<file path="src/rtl/isa_pkg.sv">
`default_nettype none
// ============================================================================
// Module   : isa_pkg
// Brief    : Opcodes, mnemonic/format enums and loader states for the core ISA.
// Revision : 1.0
// ============================================================================
package isa_pkg;

  localparam logic [5:0] c_op_andr = 6'b100000;
  localparam logic [5:0] c_op_lw   = 6'b100011;
  localparam logic [5:0] c_op_sw   = 6'b101011;
  localparam logic [5:0] c_op_jr   = 6'b001000;
  localparam logic [5:0] c_op_jal  = 6'b000011;
  localparam logic [5:0] c_op_norr = 6'b100110;
  localparam logic [5:0] c_op_nori = 6'b001110;
  localparam logic [5:0] c_op_notr = 6'b000100;
  localparam logic [5:0] c_op_bleu = 6'b010000;
  localparam logic [5:0] c_op_rolv = 6'b000000;
  localparam logic [5:0] c_op_rorv = 6'b000010;

  typedef enum logic [3:0] {
    MN_ANDR = 4'd0,
    MN_LW   = 4'd1,
    MN_SW   = 4'd2,
    MN_JR   = 4'd3,
    MN_JAL  = 4'd4,
    MN_NORR = 4'd5,
    MN_NORI = 4'd6,
    MN_NOTR = 4'd7,
    MN_BLEU = 4'd8,
    MN_ROLV = 4'd9,
    MN_RORV = 4'd10
  } mnem_t;

  typedef enum logic [1:0] {
    FMT_R  = 2'd0,
    FMT_I  = 2'd1,
    FMT_J  = 2'd2,
    FMT_JR = 2'd3
  } fmt_t;

  typedef enum logic [1:0] {
    ST_IDLE = 2'd0,
    ST_LOAD = 2'd1,
    ST_DONE = 2'd2,
    ST_ERR  = 2'd3
  } ld_state_t;

endpackage
`default_nettype wire

</file>
<file path="src/rtl/instr_encoder.sv">
`default_nettype none
// ============================================================================
// Module   : instr_encoder
// Brief    : Combinational mnemonic + fields to 32-bit instruction word.
// Revision : 1.0
// ============================================================================
module instr_encoder
  import isa_pkg::*;
(
  input  logic [3:0]  i_mnem,
  input  logic [4:0]  i_rs,
  input  logic [4:0]  i_rt,
  input  logic [4:0]  i_rd,
  input  logic [25:0] i_imm,
  output logic [31:0] o_word,
  output logic        o_illegal
);

  logic [5:0] w_op;
  logic [4:0] w_rt;
  fmt_t       w_fmt;

  always_comb begin
    w_op      = c_op_rolv;
    w_rt      = i_rt;
    w_fmt     = FMT_R;
    o_illegal = 1'b0;
    case (mnem_t'(i_mnem))
      MN_ANDR: w_op = c_op_andr;
      MN_NORR: w_op = c_op_norr;
      MN_ROLV: w_op = c_op_rolv;
      MN_RORV: w_op = c_op_rorv;
      MN_NOTR: begin w_op = c_op_notr; w_rt = 5'd0; end
      MN_LW:   begin w_op = c_op_lw;   w_fmt = FMT_I; end
      MN_SW:   begin w_op = c_op_sw;   w_fmt = FMT_I; end
      MN_NORI: begin w_op = c_op_nori; w_fmt = FMT_I; end
      MN_BLEU: begin w_op = c_op_bleu; w_fmt = FMT_I; end
      MN_JAL:  begin w_op = c_op_jal;  w_fmt = FMT_J; end
      MN_JR:   begin w_op = c_op_jr;   w_fmt = FMT_JR; end
      default: o_illegal = 1'b1;
    endcase
  end

  always_comb begin
    o_word = 32'd0;
    case (w_fmt)
      FMT_R:   o_word = {w_op, i_rs, w_rt, i_rd, 11'd0};
      FMT_I:   o_word = {w_op, i_rs, w_rt, i_imm[15:0]};
      FMT_J:   o_word = {w_op, i_imm};
      FMT_JR:  o_word = {w_op, i_rs, 21'd0};
      default: o_word = 32'd0;
    endcase
    if (o_illegal) o_word = 32'd0;
  end

endmodule
`default_nettype wire

</file>
<file path="src/rtl/instr_loader.sv">
`default_nettype none
// ============================================================================
// Module   : instr_loader
// Brief    : Encodes handshaked instructions and writes them to imem from 0.
// Revision : 1.0
// ============================================================================
module instr_loader
  import isa_pkg::*;
#(
  parameter int DEPTH  = 64,
  parameter int ADDR_W = $clog2(DEPTH)
) (
  input  logic              clk,
  input  logic              reset,
  input  logic              start,
  input  logic              in_valid,
  output logic              in_ready,
  input  logic [3:0]        in_mnem,
  input  logic [4:0]        in_rs,
  input  logic [4:0]        in_rt,
  input  logic [4:0]        in_rd,
  input  logic [25:0]       in_imm,
  input  logic              in_last,
  output logic              imem_we,
  output logic [ADDR_W-1:0] imem_addr,
  output logic [31:0]       imem_wdata,
  output logic              busy,
  output logic              done,
  output logic              err,
  output logic [ADDR_W:0]   count
);

  localparam logic [ADDR_W:0] c_last_slot = (ADDR_W+1)'(DEPTH - 1);

  ld_state_t         r_state;
  ld_state_t         w_state_nxt;
  logic [ADDR_W:0]   r_count;
  logic              r_we;
  logic [ADDR_W-1:0] r_addr;
  logic [31:0]       r_wdata;
  logic [31:0]       w_word;
  logic              w_illegal;
  logic              w_accept;
  logic              w_write;

  instr_encoder u_enc (
    .i_mnem    (in_mnem),
    .i_rs      (in_rs),
    .i_rt      (in_rt),
    .i_rd      (in_rd),
    .i_imm     (in_imm),
    .o_word    (w_word),
    .o_illegal (w_illegal)
  );

  assign w_accept = in_valid && (r_state == ST_LOAD);
  assign w_write  = w_accept && !w_illegal;

  always_comb begin
    w_state_nxt = r_state;
    case (r_state)
      ST_LOAD: begin
        if (w_accept) begin
          if (w_illegal)                 w_state_nxt = ST_ERR;
          else if (in_last)              w_state_nxt = ST_DONE;
          else if (r_count == c_last_slot) w_state_nxt = ST_ERR;
        end
      end
      default: if (start) w_state_nxt = ST_LOAD;
    endcase
  end

  // Start and accept are mutually exclusive: accept only happens in LOAD.
  always_ff @(posedge clk) begin
    if (reset) begin
      r_state <= ST_IDLE;
      r_count <= '0;
      r_we    <= 1'b0;
      r_addr  <= '0;
      r_wdata <= 32'd0;
    end else begin
      r_state <= w_state_nxt;
      r_we    <= w_write;
      if (w_write) begin
        r_addr  <= r_count[ADDR_W-1:0];
        r_wdata <= w_word;
        r_count <= r_count + (ADDR_W+1)'(1);
      end else if (start && r_state != ST_LOAD) begin
        r_count <= '0;
      end
    end
  end

  assign in_ready   = (r_state == ST_LOAD);
  assign busy       = (r_state == ST_LOAD);
  assign done       = (r_state == ST_DONE);
  assign err        = (r_state == ST_ERR);
  assign count      = r_count;
  assign imem_we    = r_we;
  assign imem_addr  = r_addr;
  assign imem_wdata = r_wdata;

endmodule
`default_nettype wire
</file>
<file path="config.mk">
export PLATFORM = sky130hd
export DESIGN_NAME = instr_loader
export DESIGN_NICKNAME = d
export VERILOG_FILES = /design/src/rtl/isa_pkg.sv /design/src/rtl/instr_encoder.sv /design/src/rtl/instr_loader.sv
export SDC_FILE = /design/constraint.sdc
export NUM_CORES = 1
export LEC_CHECK = 0
export CORE_MARGIN = 1.5
export CORE_UTILIZATION = 35
export DETAILED_ROUTE_END_ITERATION = 8
export GPL_TIMING_DRIVEN = 0
export PLACE_DENSITY = 0.77
export RECOVER_POWER = 100
export SYNTH_ARGS = -nofsm -noshare
export SYNTH_HDL_FRONTEND = slang
export SYNTH_SLANG_ARGS = --single-unit
</file>
<file path="constraint.sdc">
create_clock -name clk -period 4.3 [get_ports clk]
set_clock_uncertainty 0.1 [all_clocks]
set_input_delay 0.86 -clock clk [delete_from_list [all_inputs] [get_ports clk]]
set_output_delay 0.86 -clock clk [all_outputs]
set_load 0.01 [all_outputs]
</file>
[Yosys cells after proc, flatten, opt, wreduce, memory -nomap -nowiden]
Index checks and enable logic that the tools add are counted.
Storage, ports and cells
  bits in latches: 0
  RAM bits: 0
  output and inout port bits: 50
  memory bits (read-only): 0
  register bits after elaboration: 48
  logic and storage cells: 49
  memories: 0
  bits of input ports: 50
Cells by class
  eq/ne operators: 20
  bitwise operators: 0
  $lt $le $gt $ge: 0
  mux-type cells: 13
  add/subtract/negate cells: 1
  shifts and indexed selects: 0
  divide/modulo/power cells: 0
  reductions and logical operators: 10
  $mul: 0
Operators by type and width (count)
  $pmux 32 s4: 1
  $pmux 6 s10: 1
  $mux 32: 1
  $eq 4x3->1 const B: 4
  $mux 7: 2
  $eq 4x4->1 const B: 3
  $mux 2: 6
  $reduce_or 11->1: 1
  $eq 2x2->1 const B: 4
  $eq 4x2->1 const B: 2
  $add 7x1->7 const B: 1
  $eq 7x6->1 const B: 1
  $pmux 2 s3: 1
  $mux 5: 1
  $eq 2x1->1 const B: 2
  $eq 4x1->1 const B: 1
  $logic_not 4->1: 1
  $ne 2x1->1 const B: 2
  $ne 4x3->1 const B: 1
  $reduce_bool 2->1: 2
  $reduce_or 4->1: 1
  $logic_and 1x1->1: 3
  $reduce_and 3->1: 1
  $logic_not 2->1: 1

[Logic depth before layout (Yosys ltp)]
Gate-level depths: netlist (run 1).
  depth in word-level cells: 6
  depth in mapped cells: 7
  gate-level depth less buffers: 5

[Hierarchy]
A second synthesis (run 1) with hierarchy kept.
Second synthesis, totals
  cell total of the unflattened synthesis: 341
  area, all modules: 2652.5 um^2
Modules (own cells, without submodules)
  instr_loader: instances 1, area an instance 1808.0 um^2, sequential area each 960.9 um^2, cells each 225
  instr_encoder: instances 1, area an instance 844.6 um^2, sequential area each 0.0 um^2, cells each 116

[Least setup slack after synthesis (run 1)]
Ideal clock, no wire load.
  path kind: input to register
  from: in in_mnem[0]
  to: reg r_wdata[10], in the netlist imem_wdata[10]
  stages: 7
  buffers on the path: 3
  library setup time: 0.117 ns
  data arrival time: 1.912 ns
  slack: 2.171 ns
  cells stage by stage: buf_2 a21o_1 a21oi_2 buf_4 nor2_1 buf_2 a22o_1
Between the ends
  longest elaborated chain between the ends: 6
RTL lines
  from (decl): RTL line instr_loader.sv:18  | input logic [3:0] in_mnem,
  $eq 4x1->1, or another cell as far along: RTL line instr_encoder.sv:28  | case (mnem_t'(i_mnem))
  $reduce_or 4->1 (no line)
  $pmux 2 s3: RTL line instr_encoder.sv:28
  $eq 2x2->1, or another cell as far along: RTL line instr_encoder.sv:46  | case (w_fmt)
  $pmux 32 s4: RTL line instr_encoder.sv:46
  $mux 32: RTL line instr_encoder.sv:53  | if (o_illegal) o_word = 32'd0;
  to (signal assigned): RTL line instr_loader.sv:86  | r_wdata <= w_word;
  to (decl): RTL line instr_loader.sv:40  | logic [31:0] r_wdata;
Parallel ways exist; a longest one is shown, timed or not. The select of a mux whose other input is x is not followed.
A chain may end at the register's enable or synchronous reset.

[Final worst setup path (run 1)]
  from: in in_mnem[2]
  to: reg r_wdata[16], in the netlist imem_wdata[16]
The elaborated chain is that of the path after synthesis.

==> flow_metrics.env, run 1 <==
export IMPL_globalplace_congestion=0.750
export IMPL_hp_class="register to register"
export IMPL_port_buffers=98
export IMPL_die_h_um=81.8
export IMPL_drtIter0Drc=131
export IMPL_ys_ff_latch=48
export IMPL_min_delay_start="imem_addr[5]$_SDFFE_PP0P_"
export IMPL_routed_wl_um=6030
export IMPL_path_class="primary input to register"
export IMPL_power_density_nw_per_um2=288
export IMPL_grt_overflow_total=0
export IMPL_yosysTopAreaCellShare_pct=44.2
export IMPL_ys_warn_count=0
export IMPL_dr_total_vias=2218
export IMPL_ant_nets=0
export IMPL_post_cts_buffers=0
export IMPL_cts_hold_buf=0
export IMPL_firstDrtPassIters=5
export IMPL_cts_buffers=5
export IMPL_finalHoldViolCount=0
export IMPL_detail_route_vias_per_cell=5.13
export IMPL_grt_max_degree=16
export IMPL_initial_utilization_pct=36.5
export IMPL_fill_cells=565
export IMPL_crit_family="buffers and inverters"
export IMPL_drv_slew=0
export IMPL_synth_most_common_cell="dfxtp_1"
export IMPL_dpl_worst_slack_ns=1.50
export IMPL_cts_clk_slew_worst_paths_ns=0.09
export IMPL_rr_startpoint="r_state[1]$_SDFFE_PP0P_"
export IMPL_tightest_slew_ns=0.525
export IMPL_seq_area_um2=961
export IMPL_cp_arrival_ns=3.35
export IMPL_regToRegSetupSlack_ns=2.07
export IMPL_syn_area_um2=2170
export IMPL_clockBufferDepth=2
export IMPL_synthCells=251
export IMPL_n_antenna_cell=0
export IMPL_synth_common_cells="dfxtp_1, a21oi_1, nand2_1"
export IMPL_drc=0
export IMPL_routedWlPerCell_um=14.0
export IMPL_grtUsageTotal_pct=19.2
export IMPL_cts_resized=0
export IMPL_synth_top_area_cell="dfxtp_1"
export IMPL_grt_pass1_wl_um=9820
export IMPL_leakagePower_nw=1.36
export IMPL_ys_types=42
export IMPL_rows=28
export IMPL_drive_gt1_share_pct=6.16
export IMPL_syn_to_final_growth_pct=53.7
export IMPL_worst_setup_path_start_kind="primary input"
export IMPL_crit_chain="dlygate4sd3_1, clkbuf_1, a21o_1, a21oi_1, clkbuf_1, clkbuf_1, o21ai_0, a21oi_1"
export IMPL_met1_usage_pct=23.3
export IMPL_critPathBufInv=4
export IMPL_fp_coreArea_um2=5960
export IMPL_synth_edff_count=0
export IMPL_clock_sinks=48
export IMPL_rr_endpoint="imem_wdata[16]$_SDFFE_PP0P_"
export IMPL_dieArea_um2=6700
export IMPL_antenna_found_initial=0
export IMPL_synthFlopType="dfxtp_1"
export IMPL_hold_path_depth=2
export IMPL_cp_end_kind="register"
export IMPL_finalCriticalPeriod_ns=3.22
export IMPL_synth_fp_nets=302
export IMPL_grt_pass1_vias=2113
export IMPL_tritoncts="built"
export IMPL_max_freq_mhz=310
export IMPL_relSlewSlack_pct=65.0
export IMPL_io_pins=100
export IMPL_async_flop_share_pct=0
export IMPL_grt_setup_unrepaired="false"
export IMPL_worst_r2r_cell_count=6
export IMPL_busiest_layer="met2"
export IMPL_status="completed"
export IMPL_crit_slowest_cell="dlygate4sd3_1"
export IMPL_drv_cap=0
export IMPL_timing_final_crit_share_pct=74.9
export IMPL_use_met3_pct=6.89
export IMPL_hpwl_um=4600
export IMPL_worstPathMaxFanout=10
export IMPL_synth_yosys_seq_area_share_pct=44.2
export IMPL_tns_ns=0
export IMPL_insertion_delay_ns=0.30
export IMPL_peakVddDrop_uv=124
export IMPL_synth_area_per_cell_um2=8.66
export IMPL_worst_slack_ns=1.08
export IMPL_clockRootBuffer="clkbuf_8"
export IMPL_cp_required_ns=4.43
export IMPL_nets=407
export IMPL_cp_slowest_stage_delay_ns=0.59
export IMPL_multi_input_area_um2=1080
export IMPL_ctsHtreeMaxLevel=2
export IMPL_synthTopCellsByArea="dfxtp_1, a21oi_1, a22o_1"
export IMPL_final_setup_viol_count=0
export IMPL_die_w_um=81.8
export IMPL_crit_top_cell="clkbuf_1"
export IMPL_min_to="imem_addr[5]$_SDFFE_PP0P_"
export IMPL_gr_usage_met2_pct=31.4
[report_power, final]
part,leakage (nW),internal (mW),switching [mW]
registers,0.389,0.457,0.00730
clock network,0.0614,0.190,0.151
logic,0.907,0.0838,0.0752
total,1.36,0.731,0.233
[state kept, by name, indices dropped and copies added, names as in the netlist]
name,flops
imem_we,1
imem_wdata,32
count,7
imem_addr,6
r_state,2
[per-layer routing]
metal | routed length (um) | share of wire, %
met1 | 2650 | 44
met2 | 2810 | 47
met3 | 483 | 8.0
met4 | 81 | 1.3
met5 | 0 | 0
[kinds of logic (layout without fill, tap and decap cells)]
kind of cell    Yosys count  in the layout  share of synthesized area, %
buf+inv                  23            129                          6.04
fa+ha+maj                 1              1                         0.575
flops                    48             48                          44.2
compound gates           95             95                          28.0
xor+xnor                  1              1                         0.403
simple gates             78             78                          18.5
mux                       5              5                          2.30
[tightest hold or removal path: cells and delay by family, from the launching register on]
| family | cells | cell delay, ns |
|---|---|---|
| compound gates | 1 | 0.05 |
| flops | 1 | 0.31 |
| simple gates | 1 | 0.05 |
[worst max path at each step]
stage	startpoint	end	slack (ns)	depth (start not counted)
after floorplan	in_mnem[0]	imem_wdata[10]$_SDFFE_PP0P_	2.17	7
after global placement	in_mnem[2]	imem_wdata[3]$_SDFFE_PP0P_	1.50	8
after detailed placement	in_mnem[2]	imem_wdata[1]$_SDFFE_PP0P_	1.50	8
after CTS	r_state[0]$_SDFFE_PP0P_	in_ready	1.66	3
after global routing	in_mnem[2]	imem_wdata[22]$_SDFFE_PP0P_	0.89	8
final	in_mnem[2]	imem_wdata[16]$_SDFFE_PP0P_	1.08	8
[metrics by stage]
step	instance area, um2	power [mW]	util (%)	hold slack (ns)	std cells
floorplan	2170	0.550	-	0.376	251
detailed placement	3250	0.644	54.6	0.347	424
global route	3340	1.01	56.1	0.379	432
CTS	3370	0.988	56.6	0.360	432
finish	3340	0.964	56.1	0.354	432
global placement	3250	0.641	54.6	0.341	424
[area by class of cell]
cell class	count	area share, %
multi-input combinational	180	32.3
buffer	20	2.88
inverter	3	0.337
tap	75	2.81
timing repair buffer	98	29.3
sequential	48	28.7
clock inverter	2	1.16
clock buffer	6	2.47
[layout by cell type (no fill, tap or decap), types with 7 or more instances in the layout]
| master | netlist | routed |
|---|---|---|
| a22o_1 | 12 | 12 |
| dlygate4sd3_1 | 0 | 52 |
| clkdlybuf4s50_1 | 0 | 46 |
| nand2_1 | 25 | 25 |
| clkbuf_1 | 4 | 12 |
| o21ai_0 | 14 | 23 |
| dfxtp_1 | 48 | 48 |
| nand2b_1 | 7 | 7 |
| a21oi_1 | 29 | 30 |
| nand3_1 | 12 | 12 |
| nor2_1 | 16 | 16 |
No activity file was read; power rests on OpenSTA's default activity.
==> run 2: changes to the inputs <==
==> constraint.sdc (replaced) <==
create_clock -name clk -period 3.25 [get_ports clk]
set_clock_uncertainty 0.1 [all_clocks]
set_input_delay 0.65 -clock clk [delete_from_list [all_inputs] [get_ports clk]]
set_output_delay 0.65 -clock clk [all_outputs]
set_load 0.01 [all_outputs]
==> run 2 against run 1 <==
Utilization rose by 0.29 points. Cell area increased by 0.52%. Critical endpoint unchanged. Power rose by 33%. Die area is the same.
==> flow_metrics.env, run 2 (synthesized netlist as in run 1, its figures left out) <==
export IMPL_grt_pass1_wl_um=9820
export IMPL_drv_slew=0
export IMPL_worst_r2r_cell_count=5
export IMPL_relSlewSlack_pct=64.9
export IMPL_power_total_mw=1.28
export IMPL_tritoncts="built"
export IMPL_detail_route_vias_per_cell=5.17
export IMPL_routed_wl_um=6060
export IMPL_rr_endpoint="imem_wdata[16]$_SDFFE_PP0P_"
export IMPL_cts_resized=0
export IMPL_cts_hold_buf=0
export IMPL_clock_sinks=48
export IMPL_globalplace_congestion=0.750
export IMPL_drv_cap=0
export IMPL_firstDrtPassIters=4
export IMPL_dieArea_um2=6700
export IMPL_rows=28
export IMPL_post_cts_buffers=0
export IMPL_dr_total_vias=2233
export IMPL_finalCriticalPeriod_ns=2.69
export IMPL_finalHoldViolCount=0
export IMPL_final_setup_viol_count=0
export IMPL_cts_buffers=5
export IMPL_crit_chain="dlygate4sd3_1, buf_6, a21o_1, a21oi_1, clkbuf_1, clkbuf_1, a21oi_1"
export IMPL_regToRegSetupSlack_ns=1.20
export IMPL_fill_cells=562
export IMPL_cp_slowest_stage_delay_ns=0.60
export IMPL_ctsHtreeMaxLevel=2
export IMPL_clockRootBuffer="clkbuf_8"
export IMPL_die_w_um=81.8
export IMPL_grt_pass1_vias=2113
export IMPL_leakagePower_nw=1.38
export IMPL_worst_setup_path_start_kind="primary input"
export IMPL_nets=407
export IMPL_grt_max_degree=16
export IMPL_min_to="imem_addr[5]$_SDFFE_PP0P_"
export IMPL_insertion_delay_ns=0.31
export IMPL_hp_class="register to register"
export IMPL_final_cell_mix="dlygate4sd3_1, dfxtp_1, clkdlybuf4s50_1"
export IMPL_grt_setup_unrepaired="false"
export IMPL_crit_slowest_cell="dlygate4sd3_1"
export IMPL_cp_arrival_ns=2.76
export IMPL_initial_utilization_pct=36.5
export IMPL_critPathBufInv=4
export IMPL_cts_clk_slew_worst_paths_ns=0.09
export IMPL_cp_end_kind="register"
export IMPL_grtUsageTotal_pct=19.2
export IMPL_power_density_nw_per_um2=382
export IMPL_path_class="primary input to register"
export IMPL_grt_overflow_total=0
export IMPL_min_delay_start="imem_addr[5]$_SDFFE_PP0P_"
export IMPL_antenna_found_initial=0
export IMPL_drc=0
export IMPL_tns_ns=0
export IMPL_final_common_cell="dlygate4sd3_1"
export IMPL_worst_slack_ns=0.560
export IMPL_hpwl_um=4600
export IMPL_dpl_worst_slack_ns=0.658
export IMPL_cp_required_ns=3.32
export IMPL_port_buffers=98
export IMPL_drtIter0Drc=128
export IMPL_peakVddDrop_uv=165
export IMPL_ant_nets=0
export IMPL_syn_to_final_growth_pct=54.5
export IMPL_fp_coreArea_um2=5960
export IMPL_status="completed"
export IMPL_die_h_um=81.8
export IMPL_drive_gt1_share_pct=7.56
export IMPL_hold_path_depth=2
export IMPL_io_pins=100
export IMPL_tightest_slew_ns=0.526
export IMPL_max_freq_mhz=372
export IMPL_worstPathMaxFanout=10
export IMPL_clockBufferDepth=2
export IMPL_timing_final_crit_share_pct=82.8
export IMPL_rr_startpoint="r_state[1]$_SDFFE_PP0P_"
export IMPL_routedWlPerCell_um=14.0
export IMPL_crit_family="buffers and inverters"
export IMPL_n_antenna_cell=0
export IMPL_largest_register_ffs=32
## run 2: through the flow
step	hold WS, ns	utilization, %	std cells	area, um2
after floorplan	0.376	-	251	2170
after global placement	0.341	54.6	424	3250
after detailed placement	0.347	54.6	424	3250
after CTS	0.360	56.6	432	3370
after global routing	0.379	56.4	432	3360
final	0.354	56.4	432	3360
## run 2: worst max path at each step
stage	cells after the start	start	endpoint	slack [ns]
finish	7	in_mnem[2]	imem_wdata[16]$_SDFFE_PP0P_	0.56
CTS	3	r_state[0]$_SDFFE_PP0P_	in_ready	0.82
global route	7	in_mnem[2]	imem_wdata[22]$_SDFFE_PP0P_	0.41
detailed placement	8	in_mnem[2]	imem_wdata[1]$_SDFFE_PP0P_	0.66
global placement	8	in_mnem[2]	imem_wdata[3]$_SDFFE_PP0P_	0.66
floorplan	7	in_mnem[0]	imem_wdata[10]$_SDFFE_PP0P_	1.33
## run 2: metal layers
metal	wire length [um]	global-route usage [%]
met1	2660	23.3
met4	109	6.44
met5	0	0
met2	2790	31.4
met3	505	6.89
## run 2: tightest hold or removal path, stage by stage (launching register included)
cell and delay [ns]:
dfxtp_1 0.31, nand2_1 0.05, a21oi_1 0.05
## run 2: report_power, final
part	switching, mW	internal, mW
Sequential	0.00978	0.605
Clock	0.203	0.252
Combinational	0.100	0.114
Total	0.313	0.970
## run 2: final cells by class
class	instances	area [um2]	area share, %
Buffer	20	114	3.39
Clock buffer	6	82.6	2.46
Clock inverter	2	38.8	1.15
Inverter	3	11.3	0.335
Multi-Input combinational cell	180	1080	32.1
Sequential cell	48	961	28.6
Tap cell	75	93.8	2.79
Timing Repair Buffer	98	981	29.2
==> run 3: changes to the inputs <==
==> constraint.sdc (replaced) <==
create_clock -name clk -period 2.51 [get_ports clk]
set_clock_uncertainty 0.1 [all_clocks]
set_input_delay 0.502 -clock clk [delete_from_list [all_inputs] [get_ports clk]]
set_output_delay 0.502 -clock clk [all_outputs]
set_load 0.01 [all_outputs]
==> run 3 against run 2 <==
Worst hold slack is essentially flat. Register-to-register slack worse by 0.50 ns. Sequential share of layout area about the same. Combinational power grew 29%. Final cell count stayed put. Power is 29% higher. Largest cell class unchanged.
==> flow_metrics.env, run 3 (synthesized netlist as in run 1, its figures left out) <==
export IMPL_tightest_slew_ns=0.523
export IMPL_hpwl_um=4600
export IMPL_routedWlPerCell_um=14.0
export IMPL_grt_setup_unrepaired="false"
export IMPL_drive_gt1_share_pct=7.84
export IMPL_critPathBufInv=2
export IMPL_cts_resized=0
export IMPL_relSlewSlack_pct=64.8
export IMPL_fp_coreArea_um2=5960
export IMPL_final_cell_mix="dlygate4sd3_1, dfxtp_1, clkdlybuf4s50_1"
export IMPL_ant_nets=0
export IMPL_post_cts_buffers=0
export IMPL_clock_sinks=48
export IMPL_cp_slowest_stage_delay_ns=0.59
export IMPL_grt_max_degree=16
export IMPL_nets=407
export IMPL_crit_slowest_cell="dlygate4sd3_1"
export IMPL_detail_route_vias_per_cell=5.10
export IMPL_p_seq_share_pct=48.0
export IMPL_power_share_clock_pct=35.3
export IMPL_crit_family="buffers and inverters"
export IMPL_rows=28
export IMPL_clockRootBuffer="clkbuf_8"
export IMPL_path_class="register to output port"
export IMPL_firstDrtPassIters=4
export IMPL_status="completed"
export IMPL_drv_slew=0
export IMPL_grt_overflow_total=0
export IMPL_worst_setup_path_start_kind="register"
export IMPL_grt_pass1_vias=2113
export IMPL_clockBufferDepth=2
export IMPL_syn_to_final_growth_pct=54.7
export IMPL_max_freq_mhz=428
export IMPL_cts_clk_slew_worst_paths_ns=0.09
export IMPL_cp_required_ns=1.91
export IMPL_pwr_share_comb_pct=16.7
export IMPL_tritoncts="built"
export IMPL_routed_wl_um=6070
export IMPL_drc=0
export IMPL_grtUsageTotal_pct=19.2
export IMPL_leakagePower_nw=1.38
export IMPL_final_core_util_pct=56.5
export IMPL_drv_cap=0
export IMPL_grt_pass1_wl_um=9820
export IMPL_power_density_nw_per_um2=493
export IMPL_cp_arrival_ns=1.73
export IMPL_tns_ns=0
export IMPL_cp_end_kind="output port"
export IMPL_finalCriticalPeriod_ns=2.34
export IMPL_timing_final_crit_share_pct=93.0
export IMPL_antenna_found_initial=0
export IMPL_globalplace_congestion=0.750
export IMPL_peakVddDrop_uv=213
export IMPL_dieArea_um2=6700
export IMPL_p_sw_mw=0.401
export IMPL_finalHoldViolCount=0
export IMPL_power_total_mw=1.66
export IMPL_insertion_delay_ns=0.30
export IMPL_swShare_pct=24.2
export IMPL_n_antenna_cell=0
export IMPL_power_internal_mw=1.26
export IMPL_final_setup_viol_count=0
export IMPL_drtIter0Drc=123
export IMPL_port_buffers=98
export IMPL_hold_ws_ns=0.354
export IMPL_dr_total_vias=2205
export IMPL_ctsHtreeMaxLevel=2
export IMPL_io_pins=100
export IMPL_hp_class="register to register"
export IMPL_worstPathMaxFanout=5
export IMPL_die_h_um=81.8
export IMPL_final_common_cell="dlygate4sd3_1"
export IMPL_initial_utilization_pct=36.5
export IMPL_crit_chain="nor2b_1, buf_4, dlygate4sd3_1"
export IMPL_die_w_um=81.8
export IMPL_cts_hold_buf=0
export IMPL_largest_register_ffs=32
export IMPL_cts_buffers=5
[run 3: changes by cell type in the layout (fill, tap and decap cells not counted), sizes merged]
cell | previous run | this run
clkbuf | 13 | 14
buf | 13 | 12
[run 3: power groups by stage]
stage                     Combinational (mW)  Clock [mW]  Sequential (mW)
after floorplan                        0.119           0            0.823
after global placement                 0.284           0            0.815
after detailed placement               0.289           0            0.815
after CTS                              0.290       0.606            0.797
after global routing                   0.305       0.632            0.800
final                                  0.277       0.585            0.796
[run 3: routing by layer]
layer | up-vias | global-route usage (%) | part of all wire [%]
li1 | 1112 | - | -
met1 | 997 | 23.3 | 43
met2 | 87 | 31.4 | 46
met3 | 9 | 6.89 | 8.8
met4 | 0 | 6.44 | 1.4
met5 | - | 0 | 0
[run 3: through the flow]
stage	setup slack [ns]	instances	cell area [um2]
CTS	0.231	432	3370
global placement	0.0669	424	3250
detailed placement	0.0656	424	3250
finish	0.174	432	3360
floorplan	0.739	251	2170
global route	0.0853	432	3360
[run 3: worst reg2reg max path: stages (launching register included)]
cell and delay (ns):
dfxtp_1 0.34, nand3b_1 0.29, a21oi_2 0.21, buf_4 0.19, nor2_1 0.07, clkbuf_1 0.22
a22o_1 0.29
[run 3: layout make-up]
cell class	instances	area, um2
inverters	3	11.3
clock buffers	6	82.6
repair buffers	98	981
clock inverters	2	38.8
multi-input cells	180	1080
flip-flops and latches	48	961
well taps	75	93.8
fillers	557	2590
plain buffers	20	114
[run 3: worst paths after layout]
kind / from / endpoint / slack, ns / depth (start not counted)
min reg2reg: imem_addr[5]$_SDFFE_PP0P_ / imem_addr[5]$_SDFFE_PP0P_ / 0.35 / 2
max: r_state[0]$_SDFFE_PP0P_ / in_ready / 0.17 / 3
min: imem_addr[5]$_SDFFE_PP0P_ / imem_addr[5]$_SDFFE_PP0P_ / 0.35 / 2
max reg2reg: r_state[1]$_SDFFE_PP0P_ / imem_wdata[6]$_SDFFE_PP0P_ / 0.70 / 6
